==> src/rtl/tone_freq_meter.sv <==
// Tone frequency meter: synchronizes and deglitches a square-wave input, counts rising edges over
// a fixed gate window and reports Hz. Define TONE_METER_PERIOD_EN to add edge-to-edge period capture.
module tone_freq_meter #(
  parameter int unsigned CLK_HZ        = 100000000,
  parameter int unsigned GATE_SHIFT    = 3,
  parameter int unsigned GLITCH_CYCLES = 4,
  parameter int unsigned SILENT_HZ     = 20000,
  parameter int unsigned TOL_HZ        = 16
) (
  input  logic        clk,
  input  logic        reset,
  input  logic        en,
  input  logic        tone_in,
  output logic [31:0] freq,
  output logic        freq_valid,
  output logic        silent,
  output logic        freq_stable,
  output logic [31:0] period_cyc
);

  localparam int unsigned GateLen = CLK_HZ >> GATE_SHIFT;
  localparam int unsigned EdgeW   = 32 - GATE_SHIFT;
  localparam int unsigned GlW     = $clog2(GLITCH_CYCLES + 1);
  localparam logic [31:0]      GateLast = 32'(GateLen - 1);
  localparam logic [EdgeW-1:0] EdgeMax  = '1;
  localparam logic [GlW-1:0]   GlLast   = GlW'(GLITCH_CYCLES - 1);

  typedef enum logic [1:0] {StIdle, StGate, StReport} state_e;

  logic           sync1_q, sync2_q, filt_q, rise_q;
  logic [GlW-1:0] gl_cnt_q;

  // Synchronizer and glitch filter run regardless of en so the filtered level is never stale.
  always_ff @(posedge clk or negedge reset) begin
    if (!reset) begin
      sync1_q  <= 1'b0;
      sync2_q  <= 1'b0;
      filt_q   <= 1'b0;
      rise_q   <= 1'b0;
      gl_cnt_q <= '0;
    end else begin
      sync1_q <= tone_in;
      sync2_q <= sync1_q;
      rise_q  <= 1'b0;
      if (sync2_q == filt_q) begin
        gl_cnt_q <= '0;
      end else if (gl_cnt_q == GlLast) begin
        filt_q   <= sync2_q;
        rise_q   <= sync2_q;
        gl_cnt_q <= '0;
      end else begin
        gl_cnt_q <= gl_cnt_q + GlW'(1);
      end
    end
  end

  state_e           state_q, state_d;
  logic [31:0]      gate_cnt_q, gate_cnt_d;
  logic [EdgeW-1:0] edge_cnt_q, edge_cnt_d, edge_total;
  logic [31:0]      freq_q, freq_d, new_freq, delta;
  logic             silent_q, silent_d, stable_q, stable_d, prev_ok_q, prev_ok_d;

  assign edge_total = (rise_q && (edge_cnt_q != EdgeMax)) ? edge_cnt_q + EdgeW'(1) : edge_cnt_q;
  assign new_freq   = 32'(edge_total) << GATE_SHIFT;
  assign delta      = (new_freq >= freq_q) ? new_freq - freq_q : freq_q - new_freq;

  // Results latch on the last gate cycle so they are already valid while freq_valid is high.
  always_comb begin
    state_d    = state_q;
    gate_cnt_d = gate_cnt_q;
    edge_cnt_d = edge_cnt_q;
    freq_d     = freq_q;
    silent_d   = silent_q;
    stable_d   = stable_q;
    prev_ok_d  = prev_ok_q;
    case (state_q)
      StIdle: begin
        gate_cnt_d = '0;
        edge_cnt_d = '0;
        prev_ok_d  = 1'b0;
        if (en) state_d = StGate;
      end
      StGate: begin
        if (!en) begin
          state_d    = StIdle;
          gate_cnt_d = '0;
          edge_cnt_d = '0;
          prev_ok_d  = 1'b0;
        end else if (gate_cnt_q == GateLast) begin
          state_d    = StReport;
          freq_d     = new_freq;
          silent_d   = (edge_total == '0) || (new_freq >= SILENT_HZ);
          stable_d   = prev_ok_q && (delta <= TOL_HZ);
          prev_ok_d  = 1'b1;
          gate_cnt_d = '0;
          edge_cnt_d = '0;
        end else begin
          gate_cnt_d = gate_cnt_q + 32'd1;
          edge_cnt_d = edge_total;
        end
      end
      StReport: state_d = en ? StGate : StIdle;
      default:  state_d = StIdle;
    endcase
  end

  always_ff @(posedge clk or negedge reset) begin
    if (!reset) begin
      state_q    <= StIdle;
      gate_cnt_q <= '0;
      edge_cnt_q <= '0;
      freq_q     <= '0;
      silent_q   <= 1'b1;
      stable_q   <= 1'b0;
      prev_ok_q  <= 1'b0;
    end else begin
      state_q    <= state_d;
      gate_cnt_q <= gate_cnt_d;
      edge_cnt_q <= edge_cnt_d;
      freq_q     <= freq_d;
      silent_q   <= silent_d;
      stable_q   <= stable_d;
      prev_ok_q  <= prev_ok_d;
    end
  end

  assign freq        = freq_q;
  assign silent      = silent_q;
  assign freq_stable = stable_q;
  assign freq_valid  = (state_q == StReport);

`ifdef TONE_METER_PERIOD_EN
  logic [31:0] per_cnt_q, period_q;
  logic        armed_q;

  // The first edge after reset or enable only arms the counter; later edges capture a period.
  always_ff @(posedge clk or negedge reset) begin
    if (!reset) begin
      per_cnt_q <= '0;
      period_q  <= '0;
      armed_q   <= 1'b0;
    end else begin
      if (rise_q) begin
        per_cnt_q <= '0;
        armed_q   <= en;
        if (armed_q && en) period_q <= (per_cnt_q == '1) ? '1 : per_cnt_q + 32'd1;
      end else begin
        if (!en) armed_q <= 1'b0;
        if (per_cnt_q != '1) per_cnt_q <= per_cnt_q + 32'd1;
      end
    end
  end

  assign period_cyc = period_q;
`else
  assign period_cyc = '0;
`endif

endmodule
==> config.mk <==
export PLATFORM = sky130hd
export DESIGN_NAME = tone_freq_meter
export DESIGN_NICKNAME = d
export VERILOG_FILES = /design/src/rtl/tone_freq_meter.sv
export SDC_FILE = /design/constraint.sdc
export NUM_CORES = 1
export LEC_CHECK = 0
export ABC_AREA = 1
export BUFFER_PORTS_ARGS = -buffer_cell sky130_fd_sc_hd__buf_2
export CORE_UTILIZATION = 55
export DETAILED_ROUTE_END_ITERATION = 7
export PLACE_DENSITY = 0.74
export REMOVE_ABC_BUFFERS = 1
export SLEW_MARGIN = 15
export SYNTH_ARGS = -nofsm -noshare
export SYNTH_HDL_FRONTEND = slang
export SYNTH_SLANG_ARGS = --single-unit
==> constraint.sdc <==
create_clock -name clk -period 5.9 [get_ports clk]
set_clock_uncertainty 0.2 [all_clocks]
set_input_delay 0.59 -clock clk [delete_from_list [all_inputs] [get_ports clk]]
set_output_delay 0.59 -clock clk [all_outputs]
set_load 0.02 [all_outputs]
==> results of run 1 <==
==> registers in the layout, indices dropped and copies added, names as in the netlist <==
signal	cells
edge_cnt_q	29
sync1_q	1
freq_stable	1
gl_cnt_q	3
rise_q	1
state_q	2
silent	1
sync2_q	1
freq	29
filt_q	1
gate_cnt_q	32
prev_ok_q	1
==> worst max path at each step <==
stage	startpoint	cells past startpoint	slack, ps	endpoint
finish	edge_cnt_q[0]	30	550	freq_stable
global route	edge_cnt_q[0]	33	60	freq_stable
CTS	edge_cnt_q[0]	32	420	freq_stable
detailed placement	edge_cnt_q[0]	32	490	freq_stable
global placement	edge_cnt_q[0]	32	400	freq_stable
floorplan	edge_cnt_q[0]	30	1410	freq_stable
==> cell families after synthesis <==
family          count (synthesis)  synth area share, %
other cells                     1              0.04123
buf+inv                       274                13.05
simple gates                  653                31.69
flops                         102                28.07
compound gates                243                15.19
fa+ha+maj                      59                8.281
xor+xnor                       33                3.673
==> worst max-delay path: cells and delay by family, from the launching register on <==
family,cells,cell delay [ps]
and+or+nand+nor,23,3010
buffers and inverters,3,390
DFF,1,470
adders and majority gates,2,710
xor gates and xnor gates,1,340
AOI/OAI and AO/OA,1,190
==> metrics by stage <==
| stage | hold slack [ps] | cells |
|---|---|---|
| finish | 144.6 | 1625 |
| global route | 127.8 | 1625 |
| CTS | 136.7 | 1623 |
| detailed placement | 135.8 | 1606 |
| global placement | 131.5 | 1606 |
| floorplan | 94.41 | 1341 |
==> cell usage in the layout (no fill, tap or decap), types with 3 or more instances in the layout <==
cell,count
o21bai_1,6
ha_1,57
o211ai_1,8
conb_1,35
nand2_2,4
xor2_2,9
inv_2,7
xor2_1,20
buf_2,34
o21ai_0,80
o22ai_1,22
nand4_1,28
dfrtp_1,101
a221oi_1,4
a21oi_1,90
clkbuf_16,9
nand2_1,344
a21o_1,9
nor2_1,123
a31oi_1,4
nor3_2,3
inv_1,206
nand3_1,76
nor3_1,32
xnor2_1,4
o21ai_1,3
nor4_1,15
nand3b_1,10
nor2_2,4
buf_4,17
==> power groups by stage <==
| stage | clock, mW | sequential, mW | combinational, mW |
|---|---|---|---|
| 2_1_floorplan | 0 | 0.748 | 0.163 |
| 3_3_place_gp | 0 | 0.746 | 0.237 |
| 3_5_place_dp | 0 | 0.747 | 0.240 |
| 4_1_cts | 0.657 | 0.734 | 0.241 |
| 5_1_grt | 0.684 | 0.735 | 0.276 |
| 6_report | 0.648 | 0.734 | 0.242 |
==> layer usage <==
| layer | up-vias | global-route usage, % | part of all wire, % |
|---|---|---|---|
| met5 | - | 0 | 0 |
| li1 | 4459 | - | - |
| met3 | 66 | 3.094 | 4.2 |
| met1 | 4170 | 40.87 | 42 |
| met4 | 0 | 17.17 | 4.7 |
| met2 | 255 | 55.80 | 49 |
==> area by class of cell <==
type / count / area [µm²] / share of cell area, %
Clock buffer: 10 / 229.0 / 2.340
Clock inverter: 6 / 92.59 / 0.9464
Inverter: 216 / 815.8 / 8.339
Multi-Input combinational cell: 1023 / 5514 / 56.36
Sequential cell: 102 / 2554 / 26.10
Tap cell: 216 / 270.3 / 2.763
Timing Repair Buffer: 52 / 307.8 / 3.146
==> what timing repair did <==
item / in CTS / in global routing
resized for setup: 0 / 5
endpoints found under the hold margin: 27 / 0
hold buffers: 1 / 0
buffers inserted: 0 / 2
endpoints found under the setup margin: 0 / 1
==> results.py, run 1 <==
metrics = {
    "hold_path": {
        "hold_end": "sync1_q",
        "hp-class": "in2reg",
        "worstHoldStart": "tone_in",
        "hold_depth": 1,
    },
    "final_layout": {
        "final_util_pct": 61.14,
        "final_area_mm2": 0.009783,
        "fillers": 1611,
        "area_growth_syn_to_layout_pct": 7.552,
        "finish.net_count": 1467,
        "antennaDiodeCount": 0,
        "drive_gt1_share_pct": 8.091,
    },
    "critical_path": {
        "crit_fanout": 13,
        "reg2reg_from": "edge_cnt_q[0]",
        "cp-end-kind": "flop",
        "arrival_ps": 5450,
        "required_ps": 6000,
        "reg2regPathDepth": 30,
        "cp-start-kind": "flop",
        "slowest_delay_ps": 470,
        "crit_top_cell": "nand2_1",
        "worstSetupPathType": "reg2reg",
        "critPathSlowestCell": "dfrtp_1",
        "r2r_end": "freq_stable",
        "r2r_setup_slack_ps": 550,
    },
    "route": {
        "num_vias": 8950,
        "detail_route.wl_per_cell_um": 16.41,
        "via_per_inst": 5.508,
        "drt_iter0_markers": 786,
        "remaining_drc_errors": 0,
        "dr.pass1.iters": 7,
        "postRouteAntennaNets": 0,
        "wl_mm": 26.67,
    },
    "yosys": {
        "ys_seq_elements": 102,
        "async_flop_share_pct": 100.0,
        "yosysMostFrequentCell": "nand2_1",
        "yosysWarnings": 0,
        "synth.yosys.seq_area_share_pct": 28.07,
        "syn_inst": 1365,
        "synth_cell_types": 58,
        "netlist.area_leader.share_pct": 27.79,
        "synthTopCellsByCount": "nand2_1 (344), inv_1 (206), nor2_1 (123)",
        "synth-edff-count": 0,
        "netlist_area_mm2": 0.009096,
        "ys_top_cells_by_area": "dfrtp_1 (28%), nand2_1 (14%), inv_1 (8.5%)",
        "synth_top_cell_by_area": "dfrtp_1",
        "synth_area_per_cell_um2": 6.664,
        "yosys_most_used_dff": "dfrtp_1",
    },
    "clocking": {
        "clk_latency_ps": 350,
        "cts_max_level": 3,
        "clk_pin_slew_ps": 70,
        "cts_root_buf": "clkbuf_16",
        "cts_tree": "built",
        "cts_buffers": 9,
        "cts.sinks": 102,
        "cts.path.max_buffers": 2,
    },
    "power_and_ir_drop": {
        "vdd_ir_drop_max_v": 0.0001779,
        "p_leak_nw": 5.040,
        "seqPwrFrac_pct": 45.2,
        "p_int_mw": 1.169,
        "clockPowerShare_pct": 39.9,
        "finalPower_mw": 1.624,
        "pwr-share-comb_pct": 14.9,
        "power.density_mw_per_mm2": 166.0,
        "sw_frac_of_total_pct": 28.03,
        "switching_power_mw": 0.4552,
    },
    "sta": {
        "relSlewSlack_pct": 37.57,
        "max_freq_ghz": 0.1871,
        "tns_ps": 0,
        "fin_crit_ps": 5346,
        "period_share_pct": 90.61,
        "drv_slew": 0,
        "rsz0062_at_grt": "no",
        "finalWorstSetupSlack_ps": 554.3,
        "worstMarginPinSlew_ps": 936.5,
        "final-setup-viol-count": 0,
        "hold_violations": 0,
    },
    "floorplanning": {
        "start_util_pct": 56.85,
        "dieArea_mm2": 0.01706,
        "die_h_um": 130.6,
        "pin_count": 71,
        "die_w_um": 130.6,
        "core_area_mm2": 0.01600,
        "rows": 46,
    },
    "placed_design": {
        "place_ws_ps": 486.0,
        "portBuffers": 35,
        "gp_congestion": 0.9825,
        "post_dp_cell_area_mm2": 0.009412,
        "place_hpwl_mm": 21.70,
    },
    "flow_run": {
        "cap_violations": 0,
    },
    "outcome": {
        "status": "finished, final reports clean",
    },
    "global_routing": {
        "grt_max_degree": 76,
        "grt_pass1_wl_mm": 42.32,
        "grt.total_usage_pct": 32.61,
        "grt_pass1_vias": 8439,
        "antenna_found_initial": 0,
        "overflow": 0,
    },
}
Note: power is estimated with default switching activity, not from simulation.
==> run 2, diff against run 1 <==
CORE_MARGIN = 8   (was not set)
==> results.py, run 2 (synthesis gave the netlist of run 1 again) <==
metrics = {
    "global_routing": {
        "overflow": 0,
        "grt_max_degree": 80,
        "grt_pass1_vias": 8680,
        "grt_pass1_wl_mm": 44.73,
        "grt.total_usage_pct": 27.72,
        "antenna_found_initial": 0,
    },
    "placed_design": {
        "place_hpwl_mm": 22.26,
        "place_inst": 1607,
        "gp_congestion": 1.001,
        "portBuffers": 35,
        "place_ws_ps": 678.5,
    },
    "clocking": {
        "cts_resized": 0,
        "cts_max_level": 3,
        "cts_tree": "built",
        "cts.path.max_buffers": 2,
        "cts_root_buf": "clkbuf_16",
        "cts.sinks": 102,
        "clk_pin_slew_ps": 80,
        "cts_buffers": 9,
        "clk_latency_ps": 360,
    },
    "final_layout": {
        "fillers": 1633,
        "finish.net_count": 1463,
        "area_growth_syn_to_layout_pct": 7.056,
        "layout_commonest_cell": "nand2_1",
        "final_cell_mix": "nand2_1 (344), inv_1 (206), nor2_1 (123), dfrtp_1 (101), a21oi_1 (90)",
        "drive_gt1_share_pct": 7.544,
        "largest_reg_flops": 32,
        "antennaDiodeCount": 0,
        "top_register": "gate_cnt_q",
        "fin_cells": 1625,
    },
    "sta": {
        "whs_ps": 140.9,
        "period_share_pct": 90.00,
        "rsz0062_at_grt": "no",
        "max_freq_ghz": 0.1883,
        "fin_crit_ps": 5310,
        "worstMarginPinSlew_ps": 923.7,
        "tns_ps": 0,
        "relSlewSlack_pct": 38.19,
        "drv_slew": 0,
        "finalWorstSetupSlack_ps": 589.8,
        "hold_violations": 0,
        "final-setup-viol-count": 0,
    },
    "floorplanning": {
        "core_area_mm2": 0.01635,
        "die_h_um": 144.6,
        "dieArea_mm2": 0.02091,
        "rows": 47,
        "pin_count": 71,
        "start_util_pct": 55.64,
        "die_w_um": 144.6,
    },
    "critical_path": {
        "required_ps": 6000,
        "crit_top_cell": "nand2_1",
        "arrival_ps": 5410,
        "cp-end-kind": "flop",
        "cp-start-kind": "flop",
        "r2r_setup_slack_ps": 590,
        "worstSetupPathType": "reg2reg",
        "slowest_delay_ps": 440,
        "crit_fanout": 22,
        "critPathSlowestCell": "dfrtp_1",
    },
    "route": {
        "detail_route.wl_per_cell_um": 17.09,
        "dr.pass1.iters": 6,
        "num_vias": 9080,
        "drt_iter0_markers": 809,
        "via_per_inst": 5.588,
        "postRouteAntennaNets": 0,
        "remaining_drc_errors": 0,
        "wl_mm": 27.78,
    },
    "power_and_ir_drop": {
        "vdd_ir_drop_max_v": 0.0001622,
        "p_int_mw": 1.137,
        "sw_frac_of_total_pct": 28.81,
        "pwr-share-comb_pct": 15.4,
        "finalPower_mw": 1.598,
        "clockPowerShare_pct": 38.7,
        "seqPwrFrac_pct": 45.9,
        "switching_power_mw": 0.4603,
        "power.density_mw_per_mm2": 164.1,
        "p_leak_nw": 5.016,
    },
    "flow_run": {
        "cap_violations": 0,
    },
    "hold_path": {
        "hp-class": "in2reg",
    },
    "outcome": {
        "status": "finished, final reports clean",
    },
}
[run 2: cell types whose count changed in the layout (fill, tap and decap cells not counted), sizes merged]
cell	before	now
buf	51	47
clkbuf	10	12
bufinv	2	1
clkinvlp	1	0
[run 2: repair_timing]
action	in CTS	in global routing
hold buffers	1	0
hold endpoints to repair	23	0
buffers inserted	0	0
[run 2: cell type report]
type	count	area, µm²	share of cell area [%]
multi-input combinational	1023	5499	56.47
sequential	102	2554	26.22
inverter	216	813.3	8.352
timing repair buffer	48	297.8	3.058
tap	220	275.3	2.827
clock buffer	12	246.5	2.531
clock inverter	4	52.55	0.5396
[run 2: worst paths after layout]
kind | from | endpoint | cells past startpoint
max in group asynchronous | reset | silent | 4
worst max register to register | edge_cnt_q[0] | freq_stable | 32
min in group asynchronous | reset | edge_cnt_q[7] | 2
worst min-delay path | tone_in | sync1_q | 1
worst min register to register | sync1_q | sync2_q | 0
worst max-delay path | edge_cnt_q[0] | freq_stable | 32
[run 2: power groups by stage]
stage	Clock (mW)	Sequential, mW	Combinational, mW
2_1_floorplan	0	0.748	0.163
3_3_place_gp	0	0.746	0.239
3_5_place_dp	0	0.747	0.241
4_1_cts	0.632	0.733	0.242
5_1_grt	0.659	0.735	0.280
6_report	0.619	0.733	0.246
[run 2: routing by layer]
metal  track usage [%]  wire length, µm  vias up
met5                 0                0        -
met4             13.42             1180        0
met3             3.797             1444       71
met2             47.20            13580      371
met1             33.85            11570     4181
li1                  -                -     4457
[run 2: stage by stage]
step	area [µm²]	utilization [%]
final	9738	59.57
after CTS	9711	59.40
after floorplan	8850	-
after global placement	9402	57.51
after global routing	9738	59.57
after detailed placement	9402	57.51
[run 2: critical path: cells and delay by family, from the launching register on]
kind,cells,cell delay (ps)
XOR/XNOR,1,410
adder cells (fa/ha/maj),2,680
AND/OR/NAND/NOR,26,3140
buffers and inverters,3,410
flip-flops,1,440
